## src/rtl/scrambler_pkg.sv

```systemverilog
// Shared types and constants for the scrambler LFSR control path.
// Holds the sequencer state encoding and the LFSR load-port geometry.
package scrambler_pkg;

    typedef enum logic [1:0] {
        IDLE = 2'd0,
        LOAD = 2'd1,
        RUN  = 2'd2,
        DONE = 2'd3
    } lfsr_ctrl_state_t;

    localparam logic [11:0] LFSR_BASE_ADDR = 12'h081;
    localparam int          LFSR_WORD_W    = 32;
    localparam int          LFSR_POLY_W    = 285;

    function automatic int words_for_width(input int width);
        return (width + LFSR_WORD_W - 1) / LFSR_WORD_W;
    endfunction

endpackage

```

## src/rtl/scrambler_lfsr_ctrl_seed_word_mux.sv

```systemverilog
// Selects one 32-bit load word from the seed holding register by word index.
// Bit positions beyond the LFSR width read as zero, so the top word is zero-filled.
module seed_word_mux
    import scrambler_pkg::*;
#(
    parameter int POLY_WIDTH = LFSR_POLY_W,
    parameter int NUM_WORDS  = words_for_width(LFSR_POLY_W),
    parameter int IDX_W      = 4
) (
    input  logic [POLY_WIDTH-1:0]  hold,
    input  logic [IDX_W-1:0]       idx,
    output logic [LFSR_WORD_W-1:0] word
);

    localparam int PAD_W = NUM_WORDS * LFSR_WORD_W;

    logic [PAD_W-1:0]       w_padded;
    logic [LFSR_WORD_W-1:0] w_words [NUM_WORDS];

    for (genvar gi = 0; gi < PAD_W; gi++) begin : g_pad
        if (gi < POLY_WIDTH) begin : g_bit
            assign w_padded[gi] = hold[gi];
        end else begin : g_zero
            assign w_padded[gi] = 1'b0;
        end
    end

    for (genvar gi = 0; gi < NUM_WORDS; gi++) begin : g_word
        assign w_words[gi] = w_padded[gi*LFSR_WORD_W +: LFSR_WORD_W];
    end

    always_comb begin
        word = '0;
        for (int k = 0; k < NUM_WORDS; k++) begin
            if (idx == k[IDX_W-1:0]) begin
                word = w_words[k];
            end
        end
    end

endmodule

```

## src/rtl/scrambler_lfsr_ctrl.sv

```systemverilog
// Seed-load and block-run sequencer for the scrambler's primary LFSR.
// Serialises a full-width seed into word writes, then runs fixed-length enable blocks.
module scrambler_lfsr_ctrl
    import scrambler_pkg::*;
#(
    parameter int          POLY_WIDTH = LFSR_POLY_W,
    parameter int          NUM_WORDS  = words_for_width(LFSR_POLY_W),
    parameter logic [11:0] BASE_ADDR  = LFSR_BASE_ADDR,
    parameter int          BLOCK_LEN  = 16
) (
    input  logic                   clk,
    input  logic                   rst,
    input  logic                   seed_valid,
    output logic                   seed_ready,
    input  logic [POLY_WIDTH-1:0]  seed,
    input  logic                   blk_req,
    output logic                   blk_ack,
    output logic                   blk_done,
    output logic                   seeded,
    output logic                   busy,
    output logic                   lfsr_enable,
    output logic                   lfsr_write,
    output logic [11:0]            lfsr_addr,
    output logic [LFSR_WORD_W-1:0] lfsr_din
);

    localparam int IDX_W = (NUM_WORDS > 1) ? $clog2(NUM_WORDS) : 1;

    lfsr_ctrl_state_t r_state, w_state_next;
    logic [IDX_W-1:0]      r_idx, w_idx_next;
    logic [7:0]            r_cnt, w_cnt_next;
    logic [POLY_WIDTH-1:0] r_hold, w_hold_next;
    logic                  r_seeded, w_seeded_next;

    logic                   r_lfsr_write;
    logic                   r_lfsr_enable;
    logic [11:0]            r_lfsr_addr;
    logic [LFSR_WORD_W-1:0] r_lfsr_din;
    logic                   r_busy;
    logic                   r_blk_done;

    logic                   w_write_next;
    logic [LFSR_WORD_W-1:0] w_mux_word;

    seed_word_mux #(
        .POLY_WIDTH (POLY_WIDTH),
        .NUM_WORDS  (NUM_WORDS),
        .IDX_W      (IDX_W)
    ) u_seed_word_mux (
        .hold (w_hold_next),
        .idx  (w_idx_next),
        .word (w_mux_word)
    );

    always_comb begin
        w_state_next  = r_state;
        w_idx_next    = r_idx;
        w_cnt_next    = r_cnt;
        w_hold_next   = r_hold;
        w_seeded_next = r_seeded;
        case (r_state)
            IDLE: begin
                // A seed offer takes priority; a pending block request waits for the next IDLE cycle.
                if (seed_valid) begin
                    w_hold_next  = seed;
                    w_idx_next   = '0;
                    w_state_next = LOAD;
                end else if (blk_req && r_seeded) begin
                    w_cnt_next   = '0;
                    w_state_next = RUN;
                end
            end
            LOAD: begin
                if (r_idx == IDX_W'(NUM_WORDS - 1)) begin
                    w_seeded_next = 1'b1;
                    w_state_next  = IDLE;
                end else begin
                    w_idx_next = r_idx + 1'b1;
                end
            end
            RUN: begin
                if (r_cnt == 8'(BLOCK_LEN - 1)) begin
                    w_state_next = DONE;
                end else begin
                    w_cnt_next = r_cnt + 8'd1;
                end
            end
            DONE: begin
                w_state_next = IDLE;
            end
            default: begin
                w_state_next = IDLE;
            end
        endcase
    end

    assign w_write_next = (w_state_next == LOAD);

    always_ff @(posedge clk or posedge rst) begin
        if (rst) begin
            r_state       <= IDLE;
            r_idx         <= '0;
            r_cnt         <= '0;
            r_hold        <= '0;
            r_seeded      <= 1'b0;
            r_lfsr_write  <= 1'b0;
            r_lfsr_enable <= 1'b0;
            r_lfsr_addr   <= '0;
            r_lfsr_din    <= '0;
            r_busy        <= 1'b0;
            r_blk_done    <= 1'b0;
        end else begin
            r_state       <= w_state_next;
            r_idx         <= w_idx_next;
            r_cnt         <= w_cnt_next;
            r_hold        <= w_hold_next;
            r_seeded      <= w_seeded_next;
            // Output registers track the state being entered, so they line up with that state's cycles.
            r_lfsr_write  <= w_write_next;
            r_lfsr_enable <= (w_state_next == RUN);
            r_lfsr_addr   <= w_write_next ? (BASE_ADDR + 12'(w_idx_next)) : 12'h000;
            r_lfsr_din    <= w_write_next ? w_mux_word : '0;
            r_busy        <= (w_state_next != IDLE);
            r_blk_done    <= (w_state_next == DONE);
        end
    end

    assign seed_ready  = (r_state == IDLE) && !rst;
    assign blk_ack     = (r_state == IDLE) && !rst && !seed_valid && blk_req && r_seeded;
    assign blk_done    = r_blk_done;
    assign seeded      = r_seeded;
    assign busy        = r_busy;
    assign lfsr_enable = r_lfsr_enable;
    assign lfsr_write  = r_lfsr_write;
    assign lfsr_addr   = r_lfsr_addr;
    assign lfsr_din    = r_lfsr_din;

endmodule

```

## config.mk

```make
export PLATFORM = sky130hd
export DESIGN_NAME = scrambler_lfsr_ctrl
export DESIGN_NICKNAME = d
export VERILOG_FILES = /design/src/rtl/scrambler_pkg.sv /design/src/rtl/scrambler_lfsr_ctrl_seed_word_mux.sv /design/src/rtl/scrambler_lfsr_ctrl.sv
export SDC_FILE = /design/constraint.sdc
export NUM_CORES = 1
export LEC_CHECK = 0
export BUFFER_PORTS_ARGS = -buffer_cell sky130_fd_sc_hd__buf_2
export CAP_MARGIN = 20
export CORE_MARGIN = 2
export CORE_UTILIZATION = 45
export DETAILED_ROUTE_END_ITERATION = 10
export PLACE_DENSITY_LB_ADDON = 0.3
export SYNTH_ARGS = -nofsm -noshare
export SYNTH_HDL_FRONTEND = slang
export SYNTH_SLANG_ARGS = --single-unit
```

## constraint.sdc

```tcl
create_clock -name clk -period 9.15 [get_ports clk]
set_input_delay 0.4575 -clock clk [delete_from_list [all_inputs] [get_ports clk]]
set_output_delay 0.4575 -clock clk [all_outputs]
set_load 0.005 [all_outputs]
```

; Word level (Yosys, flattened, before mapping)
; Index checks and enable logic that the tools add are counted.
[totals]
regBits = 345
inputBits = 289
[classes]
n_reduce_logical = 13
add_sub_neg = 3
n_eq_ne = 19
n_mux = 25
[op_table]
columns = op, n
row1 = two-way mux 285 bit, 2
row2 = two-way mux 32 bit, 10
row3 = two-way mux 8 bit, 3
row4 = == test 4 x 3 -> 1 bit (second input constant), 4
row5 = case mux 8 bit (2 select lines), 1
row6 = adder 8 x 4 -> 9 bit (first input constant), 1
row7 = two-way mux 9 bit, 1
row8 = adder 8 x 1 -> 8 bit (second input constant), 1
row9 = == test 2 bit (second input constant), 4
row10 = == test 4 x 2 -> 1 bit (second input constant), 2
row11 = == test 4 bit (second input constant), 2
row12 = == test 8 x 4 -> 1 bit (second input constant), 1
row13 = two-way mux 2 bit, 4
row14 = two-way mux 4 bit, 2
row15 = case mux 2 bit (4 select lines), 1
row16 = case mux 4 bit (2 select lines), 1
row17 = inequality test 2 bit (second input constant), 3
row18 = logical AND 1 bit, 5
row19 = adder 4 x 1 -> 4 bit (second input constant), 1
row20 = == test 2 x 1 -> 1 bit (second input constant), 2
row21 = == test 4 x 1 -> 1 bit (second input constant), 1
row22 = zero test 4 bit, 1
row23 = AND reduction 4 bit, 1
row24 = nonzero test 2 bit, 2
row25 = other kinds (3), 4

; Longest topological paths before layout
[depth]
word_depth = 14
ltp_mapped = 15

; Modules after synthesis
; A second synthesis with hierarchy kept.
[hier_totals]
hier_cells = 1881
hier_area_um2 = 16234.3
[modules_own_cells]
columns = module, cells_per_inst, seq_area_each_um2, area_each_um2, n_inst
row1 = scrambler_lfsr_ctrl, 1383, 8533.2, 13051.3, 1
row2 = seed_word_mux, 498, 0.0, 3183.1, 1

; Least setup slack after synthesis
; No wires, ideal clock.
[synth_path]
kind = input-to-output
start = in rst
end = out blk_ack
t_required_ps = 8693
stages = 2
setup_slack_ps = 531
path_buffers = 0
t_arrival_ps = 8161
path_cell_list = inv_1 and2_1
[synth_between]
elab_chain_cells = 5
[synth_lines]
columns = item, line_no
row1 = start: declaration, scrambler_lfsr_ctrl.sv:12  ; input logic rst,
row2 = zero test 1 bit, scrambler_lfsr_ctrl.sv:129  ; assign blk_ack = (r_state == IDLE) && !rst && !seed_valid && blk_req && r_seeded;
row3 = logical AND 1 bit (4 in series), scrambler_lfsr_ctrl.sv:129
row4 = end: declaration, scrambler_lfsr_ctrl.sv:17  ; output logic blk_ack,
; Every way passes these cells.

; Worst setup path after layout
[layout_path]
start = reg r_idx[0]
end = reg r_lfsr_din[18] (netlist: lfsr_din[18])
[layout_between]
elab_chain_cells = 14
[layout_lines]
columns = item, line_no
row1 = start: declaration, scrambler_lfsr_ctrl.sv:30  ; logic [IDX_W-1:0] r_idx, w_idx_next;
row2 = start signal: assignment, scrambler_lfsr_ctrl.sv:114  ; r_idx <= w_idx_next;
row3 = adder 4 x 1 -> 4 bit / == test 4 bit (equally long branches), "scrambler_lfsr_ctrl.sv:78, scrambler_lfsr_ctrl.sv:74"
row4 = two-way mux 4 bit, scrambler_lfsr_ctrl.sv:74  ; if (r_idx == IDX_W'(NUM_WORDS - 1)) begin
row5 = case mux 4 bit (2 select lines) (*), scrambler_lfsr_ctrl.sv:61  ; case (r_state)
row6 = named net u_seed_word_mux.idx[0], scrambler_lfsr_ctrl_seed_word_mux.sv:11  ; input logic [IDX_W-1:0] idx,
row7 = zero test 4 bit, scrambler_lfsr_ctrl_seed_word_mux.sv:35  ; if (idx == k[IDX_W-1:0]) begin
row8 = two-way mux 32 bit (8 in series), scrambler_lfsr_ctrl_seed_word_mux.sv:35
row9 = two-way mux 32 bit (*), scrambler_lfsr_ctrl_seed_word_mux.sv:35
row10 = two-way mux 32 bit (*), scrambler_lfsr_ctrl.sv:122  ; r_lfsr_din <= w_write_next ? w_mux_word : '0;
row11 = end signal: assignment, scrambler_lfsr_ctrl.sv:122
row12 = end: declaration, scrambler_lfsr_ctrl.sv:38  ; logic [LFSR_WORD_W-1:0] r_lfsr_din;
; The timed path passes the listed nets; every way through them passes the cells marked *.
; A chain may end at the register's enable or synchronous reset.

==> out/summary.txt <==
# IOs = 340
Commonest cells post-synth = nand2_1, dfrtp_1, clkbuf_1, mux2_2
routed wl met3 = 3170 um
pin count of the biggest net entering global routing = 169
vias in the first global route = 12911
Multi-input gate area = 6360 um2
area leader, netlist = dfrtp_1
routability cong. = 0.901
final net count = 2187
Bufs and invs on worst path = 3
most common cell in the netlist = nand2_1
first-pass GRT wire length = 72300 um
DRT iter0 DRCs = 1066
Critical Path End Type = flop
root cell of the clock tree = clkbuf_16
Worst VDD drop = 0.293 mV
CP max FO = 65
Tmin final = 4000 ps
Final Slew Violations = 0
port bufs = 333
Placement Setup Slack = 5180 ps
die area = 35900 um2
Setup TNS = 0 ps
DRC viols = 0
share of the synthesized area in the top cell type = 55.1%
Core Box Area = 33700 um2
Design Area, Final = 18700 um2
critical path's top delay family = adder cells
Sink Count = 341
DRT antenna net count = 0
worst setup path startpoint = r_idx[0]
clk_lat worst skew = 530 ps
initial antenna violation count = 2
H-tree lvl count = 2
Clock Skews = 20.3 ps
GRT overflow = 0
RSZ-0062 raised after global routing = false
top sig layer = met5
Hold Slack = 149 ps
MaxCap Viol Count = 0
Pwr Total = 8.12 mW
Reg area = 8530 um2
Die Ht = 190 um
post-CTS sizing = 0
Mean Syn Cell Area = 9.52 um2
Yosys cell types = 54
crit path kind = flop to flop
Reg-to-Reg Start = r_idx[0]
wire per inst = 19.9 um
Synth Instances = 1626
HP Class = primary input to flop
Worst Tran Pin Value = 1010 ps
post-synthesis sequential area ratio = 55.1%
Max stage delay cell, worst path = ha_4
YS warnings = 0
cts bufs inserted = 38
Reg clk slew, reported paths = 60 ps
reg2reg path depth = 12
asr flop ratio synth = 100%
share of post-route cells with drive strength above 1 = 26.0%
DRT Pass-1 Iters = 5
hold buffers post-CTS = 0
HP Start = seed[73]
Slew HR = 32.4%
Initial Util = 45.9%
GRT Total Usage = 25.9%
RR Endpoint = lfsr_din[18]
Rows = 67
cell area after synthesis = 15500 um2
CTS max path bufs = 3
met1 wire length = 22200 um
ranking of synthesized cells by area = dfrtp_1, nand2_1, mux2_2
Reg2Reg Setup Slack = 5150 ps
DR vias = 12952
die width = 190 um
Hold Path Stages = 3
met2 wire length = 20500 um
Area Growth Syn to Fin = 20.9%
Synth Flop Type = dfrtp_1
Req. time, crit path = 9550 ps
status = complete, no violations
PD cells = 434 nW/um2
leakage power = 9.40 nW
CP startpoint kind = flop
final wirelength = 47100 um
Max Freq = 0.250 GHz
Cell Area, Placed = 17300 um2
# Post-CTS Setup Buffers = 0
Fin. Hold Viols = 0
Post-synth EDFFs = 0
most used cell along the critical path = o211ai_1
CP cell instances = inv_1 > ha_1 > and3b_1 > mux2i_1 > o21ai_1 > ha_4 > clkinv_1 > nand2_1 > o211ai_1 > buf_4 > o211ai_1 > o2bb2ai_1
#FFs+latches synth = 341
CTS tree = done
WHS Endpoint = r_hold[73]
Fillers = 3054
# setup viols final = 0
DP HPWL = 32300 um
slowest cell delay on critical path = 800 ps
data arrival time of the critical path = 4390 ps
Final WS setup = 5150 ps
Tcrit/Tclk final = 43.7%
Vias per Instance = 5.47
-- cell type report --
type / instances / share of cell area (%)
sequential: 341 / 45.6
tap: 448 / 2.99
inverter: 13 / 0.281
timing repair buffer: 353 / 9.94
clock inverter: 13 / 0.902
antenna: 2 / 0.0267
clock buffer: 55 / 6.30
multi-input combinational: 1144 / 34.0
-- worst max path at each step --
| stage | to | slack [ps] | cells past startpoint |
|---|---|---|---|
| 6_report | lfsr_din[18] | 5150 | 12 |
| 5_1_grt | lfsr_din[2] | 4850 | 12 |
| 4_1_cts | lfsr_din[18] | 5200 | 12 |
| 3_5_place_dp | lfsr_din[7] | 5180 | 13 |
| 3_3_place_gp | lfsr_din[14] | 5130 | 10 |
| 2_1_floorplan | blk_ack | 2680 | 2 |
-- flip-flops by register name, summed over array words and instances (netlist names) --
signal and count:
r_hold 285, lfsr_din 32, r_cnt 8, lfsr_addr 6, r_idx 4, r_state 2, blk_done 1, busy 1
lfsr_enable 1, seeded 1
-- worst register-to-register path: stages (launching register included) --
cell	delay, ps
dfrtp_1	430
inv_1	70
ha_1	200
and3b_1	260
mux2i_1	150
o21ai_1	470
ha_4	800
clkinv_1	510
nand2_1	290
o211ai_1	110
buf_4	310
o211ai_1	190
o2bb2ai_1	100
-- logic make-up (layout without fill, tap and decap cells) --
logic type / after synthesis / in the layout / synth area share, %
AOI/OAI and AO/OA: 269 / 269 / 14.1
xor gates and xnor gates: 7 / 7 / 0.396
adders and majority gates: 7 / 7 / 0.566
buffers and inverters: 146 / 434 / 4.38
DFF: 341 / 341 / 55.1
muxes: 65 / 65 / 4.71
other: 1 / 8 / 0.0242
and+or+nand+nor: 790 / 790 / 20.7
-- layer usage --
metal | track usage, % | vias up
met5 | 0 | -
met4 | 7.69 | 4
met3 | 4.26 | 72
met2 | 38.3 | 486
met1 | 39.3 | 6335
li1 | - | 6055
-- metrics by stage --
step | util (%) | instances
after global routing | 55.5 | 2367
final | 55.6 | 2369
after detailed placement | 51.5 | 2298
after floorplan | - | 1631
after CTS | 55.5 | 2366
after global placement | 51.4 | 2297
-- cells in the final DEF (no fill, tap or decap), types with 30 or more instances in the layout --
master	n
mux2_2	63
a22oi_1	58
o211ai_1	62
a22o_1	30
nand4_1	62
nand2_1	679
buf_2	333
clkbuf_16	41
dfrtp_1	341
-- power breakdown --
group / leakage, nW / internal, mW / switching [mW]
Sequential: 4.24 / 2.25 / 0.224
Clock: 0.674 / 1.01 / 0.614
Combinational: 4.49 / 1.43 / 2.59
Total: 9.40 / 4.69 / 3.43
(Power assumes the default switching activity.)
